<file path="src/rtl/avl_mm_arb_pkg.sv">
// rtl/avl_mm_arb_pkg.sv - shared types, response codes and width helper for the Avalon-MM arbiter
package avl_mm_arb_pkg;

  localparam logic [1:0] RESP_OKAY   = 2'b00;
  localparam logic [1:0] RESP_SLVERR = 2'b10;
  localparam logic [1:0] RESP_DECERR = 2'b11;

  typedef enum logic {
    ARB_IDLE = 1'b0,
    ARB_BUSY = 1'b1
  } arb_state_e;

  function automatic int ptr_w(input int depth);
    return (depth <= 2) ? 1 : $clog2(depth);
  endfunction

endpackage

</file>
<file path="src/rtl/avl_mm_id_fifo.sv">
// rtl/avl_mm_id_fifo.sv - synchronous FIFO of outstanding read channel IDs
module avl_mm_id_fifo
  import avl_mm_arb_pkg::*;
#(
  parameter int W     = 2,
  parameter int DEPTH = 4
) (
  input  logic         clk,
  input  logic         reset,
  input  logic         push,
  input  logic [W-1:0] push_data,
  input  logic         pop,
  output logic [W-1:0] head,
  output logic         full,
  output logic         empty
);

  localparam int PW = ptr_w(DEPTH);
  localparam int CW = PW + 1;

  logic [W-1:0]  mem [DEPTH];
  logic [PW-1:0] wr_ptr, rd_ptr;
  logic [CW-1:0] count;
  logic          do_push, do_pop;

  assign empty   = (count == '0);
  assign full    = (count == CW'(DEPTH));
  // A pop in the same cycle frees the slot a push into a full FIFO needs.
  assign do_pop  = pop & ~empty;
  assign do_push = push & (~full | do_pop);
  assign head    = mem[rd_ptr];

  always_ff @(posedge clk) begin
    if (do_push) mem[wr_ptr] <= push_data;
  end

  always_ff @(posedge clk) begin
    if (reset) begin
      wr_ptr <= '0;
      rd_ptr <= '0;
      count  <= '0;
    end else begin
      if (do_push) wr_ptr <= wr_ptr + 1'b1;
      if (do_pop)  rd_ptr <= rd_ptr + 1'b1;
      count <= count + CW'(do_push) - CW'(do_pop);
    end
  end

endmodule

</file>
<file path="src/rtl/avl_mm_rr_arbiter.sv">
// rtl/avl_mm_rr_arbiter.sv - N-channel round-robin Avalon-MM arbiter with pipelined read return routing
module avl_mm_rr_arbiter
  import avl_mm_arb_pkg::*;
#(
  parameter int N_CH     = 2,
  parameter int AW       = 32,
  parameter int DW       = 32,
  parameter int MAX_PEND = 4
) (
  input  logic                   clk,
  input  logic                   reset,
  input  logic [N_CH*AW-1:0]     in_address,
  input  logic [N_CH-1:0]        in_read,
  input  logic [N_CH-1:0]        in_write,
  input  logic [N_CH*DW-1:0]     in_writedata,
  input  logic [N_CH*DW/8-1:0]   in_byteenable,
  output logic [N_CH-1:0]        in_waitrequest,
  output logic [DW-1:0]          in_readdata,
  output logic [N_CH-1:0]        in_readdatavalid,
  output logic [1:0]             in_response,
  output logic [AW-1:0]          out_address,
  output logic                   out_read,
  output logic                   out_write,
  output logic [DW-1:0]          out_writedata,
  output logic [DW/8-1:0]        out_byteenable,
  input  logic                   out_waitrequest,
  input  logic [DW-1:0]          out_readdata,
  input  logic                   out_readdatavalid,
  input  logic [1:0]             out_response,
  output logic                   err_orphan
);

  localparam int GW = (N_CH > 1) ? $clog2(N_CH) : 1;
  localparam int IW = $clog2(N_CH) + 1;
  localparam int BW = DW / 8;

  arb_state_e      state, state_nxt;
  logic            lock;
  logic [GW-1:0]   gnt, last_gnt, pick, sel;
  logic            pick_vld, issue, accept, sel_rd, read_block;
  logic [N_CH-1:0] req, elig;
  logic            fifo_full, fifo_empty;
  logic [IW-1:0]   fifo_head;

  // A full ID FIFO blocks reads unless a return frees a slot this cycle.
  assign read_block = fifo_full & ~out_readdatavalid;
  assign req        = in_read | in_write;
  assign elig       = req & ~(in_read & {N_CH{read_block}});

  always_comb begin
    logic [GW-1:0] idx;
    pick     = last_gnt;
    pick_vld = 1'b0;
    idx      = '0;
    for (int k = 1; k <= N_CH; k++) begin
      idx = GW'((int'(last_gnt) + k) % N_CH);
      if (!pick_vld && elig[idx]) begin
        pick_vld = 1'b1;
        pick     = idx;
      end
    end
  end

  always_ff @(posedge clk) begin
    if (reset) state <= ARB_IDLE;
    else       state <= state_nxt;
  end

  always_comb begin
    state_nxt = ARB_IDLE;
    if (issue && out_waitrequest) state_nxt = ARB_BUSY;
  end

  always_comb begin
    lock   = (state == ARB_BUSY);
    sel    = lock ? gnt : pick;
    issue  = lock ? elig[gnt] : pick_vld;
    sel_rd = in_read[sel];
    accept = issue & ~out_waitrequest;
    out_read  = issue & sel_rd;
    out_write = issue & ~sel_rd;
    in_waitrequest = '1;
    if (accept) in_waitrequest[sel] = 1'b0;
  end

  assign out_address    = in_address[sel*AW +: AW];
  assign out_writedata  = in_writedata[sel*DW +: DW];
  assign out_byteenable = in_byteenable[sel*BW +: BW];

  always_ff @(posedge clk) begin
    if (reset) begin
      gnt        <= '0;
      last_gnt   <= GW'(N_CH - 1);
      err_orphan <= 1'b0;
    end else begin
      if (issue)  gnt      <= sel;
      if (accept) last_gnt <= sel;
      if (out_readdatavalid && fifo_empty) err_orphan <= 1'b1;
    end
  end

  avl_mm_id_fifo #(
    .W     (IW),
    .DEPTH (MAX_PEND)
  ) u_id_fifo (
    .clk       (clk),
    .reset     (reset),
    .push      (accept & sel_rd),
    .push_data (IW'(sel)),
    .pop       (out_readdatavalid),
    .head      (fifo_head),
    .full      (fifo_full),
    .empty     (fifo_empty)
  );

  always_comb begin
    in_readdatavalid = '0;
    for (int i = 0; i < N_CH; i++)
      in_readdatavalid[i] = out_readdatavalid & ~fifo_empty & (fifo_head == IW'(i));
  end

  assign in_readdata = out_readdata;
  assign in_response = out_response;

endmodule

</file>
<file path="config.mk">
export PLATFORM = sky130hd
export DESIGN_NAME = avl_mm_rr_arbiter
export DESIGN_NICKNAME = d
export VERILOG_FILES = /design/src/rtl/avl_mm_arb_pkg.sv /design/src/rtl/avl_mm_id_fifo.sv /design/src/rtl/avl_mm_rr_arbiter.sv
export SDC_FILE = /design/constraint.sdc
export NUM_CORES = 1
export LEC_CHECK = 0
export CAP_MARGIN = 0
export CORE_AREA = 5 5 109 111
export DETAILED_ROUTE_END_ITERATION = 8
export DIE_AREA = 0 0 114 116
export GPL_TIMING_DRIVEN = 0
export PLACE_DENSITY = 0.75
export SETUP_SLACK_MARGIN = 0.1
export SYNTH_ARGS = -nofsm -noshare
export SYNTH_HDL_FRONTEND = slang
export SYNTH_HIERARCHICAL = 1
export SYNTH_SLANG_ARGS = --single-unit
</file>
<file path="constraint.sdc">
create_clock -name clk -period 7.6 [get_ports clk]
set_input_delay 1.14 -clock clk [delete_from_list [all_inputs] [get_ports clk]]
set_output_delay 1.14 -clock clk [all_outputs]
set_load 0.02 [all_outputs]
</file>
# --- After elaboration in Yosys (flattened, before gate mapping) ---
# Memory sizes are Yosys's and may differ from the RTL's. A register that Yosys moved wholly into a read port is not among the register bits.
# Cells that the tools add are included.
word_totals:
  ff_bits: 11
  ramBits: 4
  input_bits: 178
  output_inout_bits: 109
  elab_cells: 73
  n_memories: 1
mem_list:
  columns: ["name", "words", "width", "read_ports", "rd_clocked_by_memory_dff", "wr", "line", "text"]
  rows:
  - ["u_id_fifo.mem", 4, 1, 1, 1, 1, "avl_mm_id_fifo.sv:21", "logic [W-1:0] mem [DEPTH];"]
classes:
  addsub: 6
  order_cmp: 5
  eq_ne: 2
  shift: 3
  muxes: 22
  bitwise: 20
  n_reduce_logical: 7
op_table:
  columns: ["operator", "n"]
  rows:
  - ["64-bit by 7-bit indexed part select with 32-bit output", 2]
  - ["1-bit 2-to-1 mux", 18]
  - ["1-bit AND", 9]
  - ["1-bit by 2-bit less-than comparator with 1-bit output (second input constant)", 4]
  - ["8-bit by 4-bit indexed part select with 4-bit output", 1]
  - ["2-bit 2-to-1 mux", 3]
  - ["1-bit NOT", 5]
  - ["2-bit by 1-bit adder with 2-bit output (second input constant)", 2]
  - ["2-bit AND", 2]
  - ["1-bit logical AND", 4]
  - ["2-bit NOT", 2]
  - ["3-bit by 1-bit adder with 3-bit output", 1]
  - ["3-bit equality test (second input constant)", 1]
  - ["3-bit logical NOT", 1]
  - ["3-bit by 1-bit subtractor with 3-bit output", 1]
  - ["1-bit adder (second input constant)", 2]
  - ["2-bit by 1-bit equality test with 1-bit output (second input constant)", 1]
  - ["2-bit logical NOT", 1]
  - ["2-bit bitwise OR", 1]
  - ["1-bit demux with 1-bit select", 1]
  - ["1-bit greater-or-equal comparator (second input constant)", 1]
  - ["1-bit logical NOT", 1]
  - ["1-bit bitwise OR", 1]

# --- Logic depth before layout (Yosys ltp) ---
logic_depth:
  depth_word: 18
  depth_mapped: 14
  depth_no_buf: 13

# --- By module ---
# The synthesis kept the hierarchy.
modules_own_cells:
  columns: ["mod", "instances", "cells_each", "area_per_inst_um2", "seq_area_each_um2"]
  rows:
  - ["avl_mm_rr_arbiter", 1, 149, 1422.6, 80.1]
  - ["avl_mm_id_fifo", 1, 57, 784.5, 420.4]

# --- Least setup slack after synthesis ---
# OpenSTA, ideal clock, no wires.
synth_path:
  kind: "input to output"
  start: "input port out_readdatavalid"
  end: "output port out_read"
  arrival_time_ps: 2576
  required_ps: 6460
  path_slack_ps: 3884
  stages: 6
  n_path_buf: 1
  path_cell_list: "and3b_1 -> o21a_1 -> nor2_4 -> buf_6 -> inv_1 -> o21ai_0"
synth_via:
  elab_chain_cells: 15
  word_cells_on_any_way: 22
  classes_between: "mux: 14; bitwise: 6; reduce/logical: 2"
synth_rtl:
  columns: ["item", "line", "text"]
  rows:
  - ["from (decl)", "avl_mm_rr_arbiter.sv:28", "input logic out_readdatavalid,"]
  - ["1-bit NOT (*)", "avl_mm_rr_arbiter.sv:46", "assign read_block = fifo_full & ~out_readdatavalid;"]
  - ["1-bit AND (*)", "avl_mm_rr_arbiter.sv:46", null]
  - ["2-bit AND (*)", "avl_mm_rr_arbiter.sv:48", "assign elig = req & ~(in_read & {N_CH{read_block}});"]
  - ["2-bit NOT (*)", "avl_mm_rr_arbiter.sv:48", null]
  - ["2-bit AND (*)", "avl_mm_rr_arbiter.sv:48", null]
  - ["1-bit 2-to-1 mux (not written as such) (2 in a row)", "avl_mm_rr_arbiter.sv:57", "if (!pick_vld && elig[idx]) begin"]
  - ["1-bit 2-to-1 mux", "avl_mm_rr_arbiter.sv:57", null]
  - ["1-bit logical NOT", "avl_mm_rr_arbiter.sv:57", null]
  - ["1-bit logical AND", "avl_mm_rr_arbiter.sv:57", null]
  - ["1-bit 2-to-1 mux (*)", "avl_mm_rr_arbiter.sv:57", null]
  - ["1-bit 2-to-1 mux (*)", "avl_mm_rr_arbiter.sv:76", "sel = lock ? gnt : pick;"]
  - ["net sel", "avl_mm_rr_arbiter.sv:39", "logic [GW-1:0] gnt, last_gnt, pick, sel;"]
  - ["1-bit 2-to-1 mux (not written as such) (*) (2 in a row)", "avl_mm_rr_arbiter.sv:78", "sel_rd = in_read[sel];"]
  - ["1-bit AND (*)", "avl_mm_rr_arbiter.sv:80", "out_read = issue & sel_rd;"]
  - ["to (decl)", "avl_mm_rr_arbiter.sv:22", "output logic out_read,"]
# Mark *: on every way through the listed nets, which the timed path passes. The rest lies on a longest branch. The select of a mux whose other input is x is not followed.

# --- Worst setup path in the final report ---
# Same ends and word-level chain as after synthesis.

==> flow_summary.ini <==
[run_status]
outcome = complete, no violations

[setup_path]
cp-end-kind = output pin
worst_ep_arrival_time_ns = 3.88
cp-start-kind = input port
critical_path_required_ns = 6.46
cp_max_fo = 10
critical_path_class = in2out

[clock_network]
clkTransAtPathRegs_ns = 0.07
clk_path_buf_depth = 2
cts_tree = built
htreeDepth = 1
clk_latency_ns = 0.25
cts_root_buf = clkbuf_8
holdBufCountCts = 0
cts_resized = 0
clock-sinks = 21
post_cts_buffers = 0
cts_made_buffers = 3

[floorplanning]
rows = 38
die_w_um = 114
initial_core_util_pct = 20.6
die_y_um = 116
die_area_mm2 = 0.0132
ios = 287
core_mm2 = 0.0107

[yosys]
synth-seq-area-share_pct = 22.7
syn_avg_cell_area_um2 = 10.7
synth_area_leaders = mux2_1, dfxtp_1, buf_4, edfxtp_1, buf_6
async_reset_ff_share_pct = 0
ys.flop_type = dfxtp_1
yosysWarnings = 6
synthDominantCellAreaShare_pct = 33.7
synth-seq-cells = 21
yosys.area.top_type = mux2_1
yosysUniqueCellTypes = 46
syn_area_mm2 = 0.00221
synth_edf_count = 8
synth_cells = 206

[drt]
drt_iter0_drc = 45
drt_wl_total_um = 11800
num_vias = 2519
dr.pass1.iters = 4
drc_errors = 0
antenna_left = 0
drt-wirelength-per-cell_um = 19.5
via_per_inst = 4.16

[power_and_ir_drop]
vdd_drop_max_mv = 0.141
total_leakage_power_nw = 1.94
power_density_mw_per_mm2 = 169
total_power_mw = 0.836

[sta]
setup_viol = 0
setup_tns_ns = 0
fmax_mhz = 199
slew_viol_final = 0
finalHoldViolCount = 0
rsz0062_at_grt = false
finalCriticalPeriod_ns = 5.02
final.setup_skew_ns = 0.000669
fin_crit_sh_pct = 66.1

[place]
place_area_mm2 = 0.00492
hpwl_um = 10500
io_buffers = 252
dp_cells = 601
place_congestion = 0.902

[layout]
finish.instance_area_mm2 = 0.00496
final_cell_mix = clkdlybuf4s50_1, mux2_1, buf_4
fin_nets = 650
stdcell_count = 605
post_route_cells_drive_above_1_share_pct = 13.1
final_core_util_pct = 46.4
syn_to_final_growth_pct = 125
layout_commonest_cell = clkdlybuf4s50_1
antennaDiodeCount = 0

[global_routing]
gr-usage-all-layers_pct = 16.4
grt_pass1_vias = 2784
grt_pass1_wl_um = 16500
antenna_found_initial = 0
grt-ovfl-total = 0
grt_max_degree = 13

[min_path]
hp-class = reg2reg

[flow_run]
drv_cap = 0
[report_power, final]
| group | switching, mW | total, mW | internal (mW) |
|---|---|---|---|
| logic | 0.276 | 0.603 | 0.328 |
| registers | 0.0235 | 0.162 | 0.139 |
| clock network | 0.0341 | 0.0705 | 0.0364 |
| total | 0.333 | 0.836 | 0.503 |
[synthesized netlist by cell type (all sizes together) (2+ instances only)]
cell type  count
nand2          3
o21ai          4
nor2b          3
xnor2          2
mux2          70
dfxtp         13
clkbuf         2
nand2b         2
inv            8
mux4           2
nor2           9
and2           5
ha             5
and3b          2
buf           41
edfxtp         8
a21oi          2
xor2           2
[worst max-delay path, stage by stage]
cell and delay [ns]:
clkdlybuf4s50_1 0.62, and3b_1 0.24, o21a_1 0.25, nor2_4 0.37
buf_6 0.21, inv_1 0.15, o21ai_0 0.24, clkdlybuf4s50_1 0.65
[final timing paths]
path / start / to / slack, ns / cells past startpoint
min reg2reg: err_orphan$_SDFFE_PP0P_ / err_orphan$_SDFFE_PP0P_ / 0.50 / 2
max reg2reg: u_id_fifo/count[2]$_SDFF_PP0_ / u_id_fifo/count[2]$_SDFF_PP0_ / 3.95 / 14
min: err_orphan$_SDFFE_PP0P_ / err_orphan$_SDFFE_PP0P_ / 0.50 / 2
max: out_readdatavalid / out_read / 2.58 / 8
[cells by family after synthesis]
kind of cell	after synthesis	synth area share (%)
buf+inv	51	16.8
xor+xnor	4	1.59
mux	73	38.4
other cells	1	0.170
flops	21	22.7
simple gates	32	9.92
compound gates	18	6.69
fa+ha+maj	6	3.74
[state kept, by name, indices dropped and copies added, names as in the netlist, named ones only]
register          count
err_orphan            1
u_id_fifo/wr_ptr      2
lock                  1
u_id_fifo/rd_ptr      2
gnt                   1
last_gnt              1
u_id_fifo/mem         8
u_id_fifo/count       3
[per-layer routing]
layer	routed length, um	share of wire [%]	vias to the layer above	track usage, %
met3	1670	14	12	9.09
met4	138	1.2	0	2.69
met5	0	0	-	0
met2	5710	49	140	29.0
li1	-	-	1217	-
met1	4260	36	1150	17.4
[metrics by stage]
step	setup slack [ns]	hold WS [ns]
detailed placement	2.52	0.500
finish	2.58	0.504
floorplan	3.88	0.482
global placement	2.51	0.481
CTS	2.51	0.518
global route	2.40	0.531
[final cells by class]
| class | instances | area (um2) |
|---|---|---|
| clock inverters | 1 | 5.00 |
| repair buffers | 252 | 2520 |
| flip-flops and latches | 21 | 500 |
| fillers | 1020 | 5740 |
| plain buffers | 43 | 342 |
| multi-input cells | 137 | 1350 |
| well taps | 140 | 175 |
| inverters | 8 | 30.0 |
| clock buffers | 3 | 41.3 |
(Power assumes the default switching activity.)
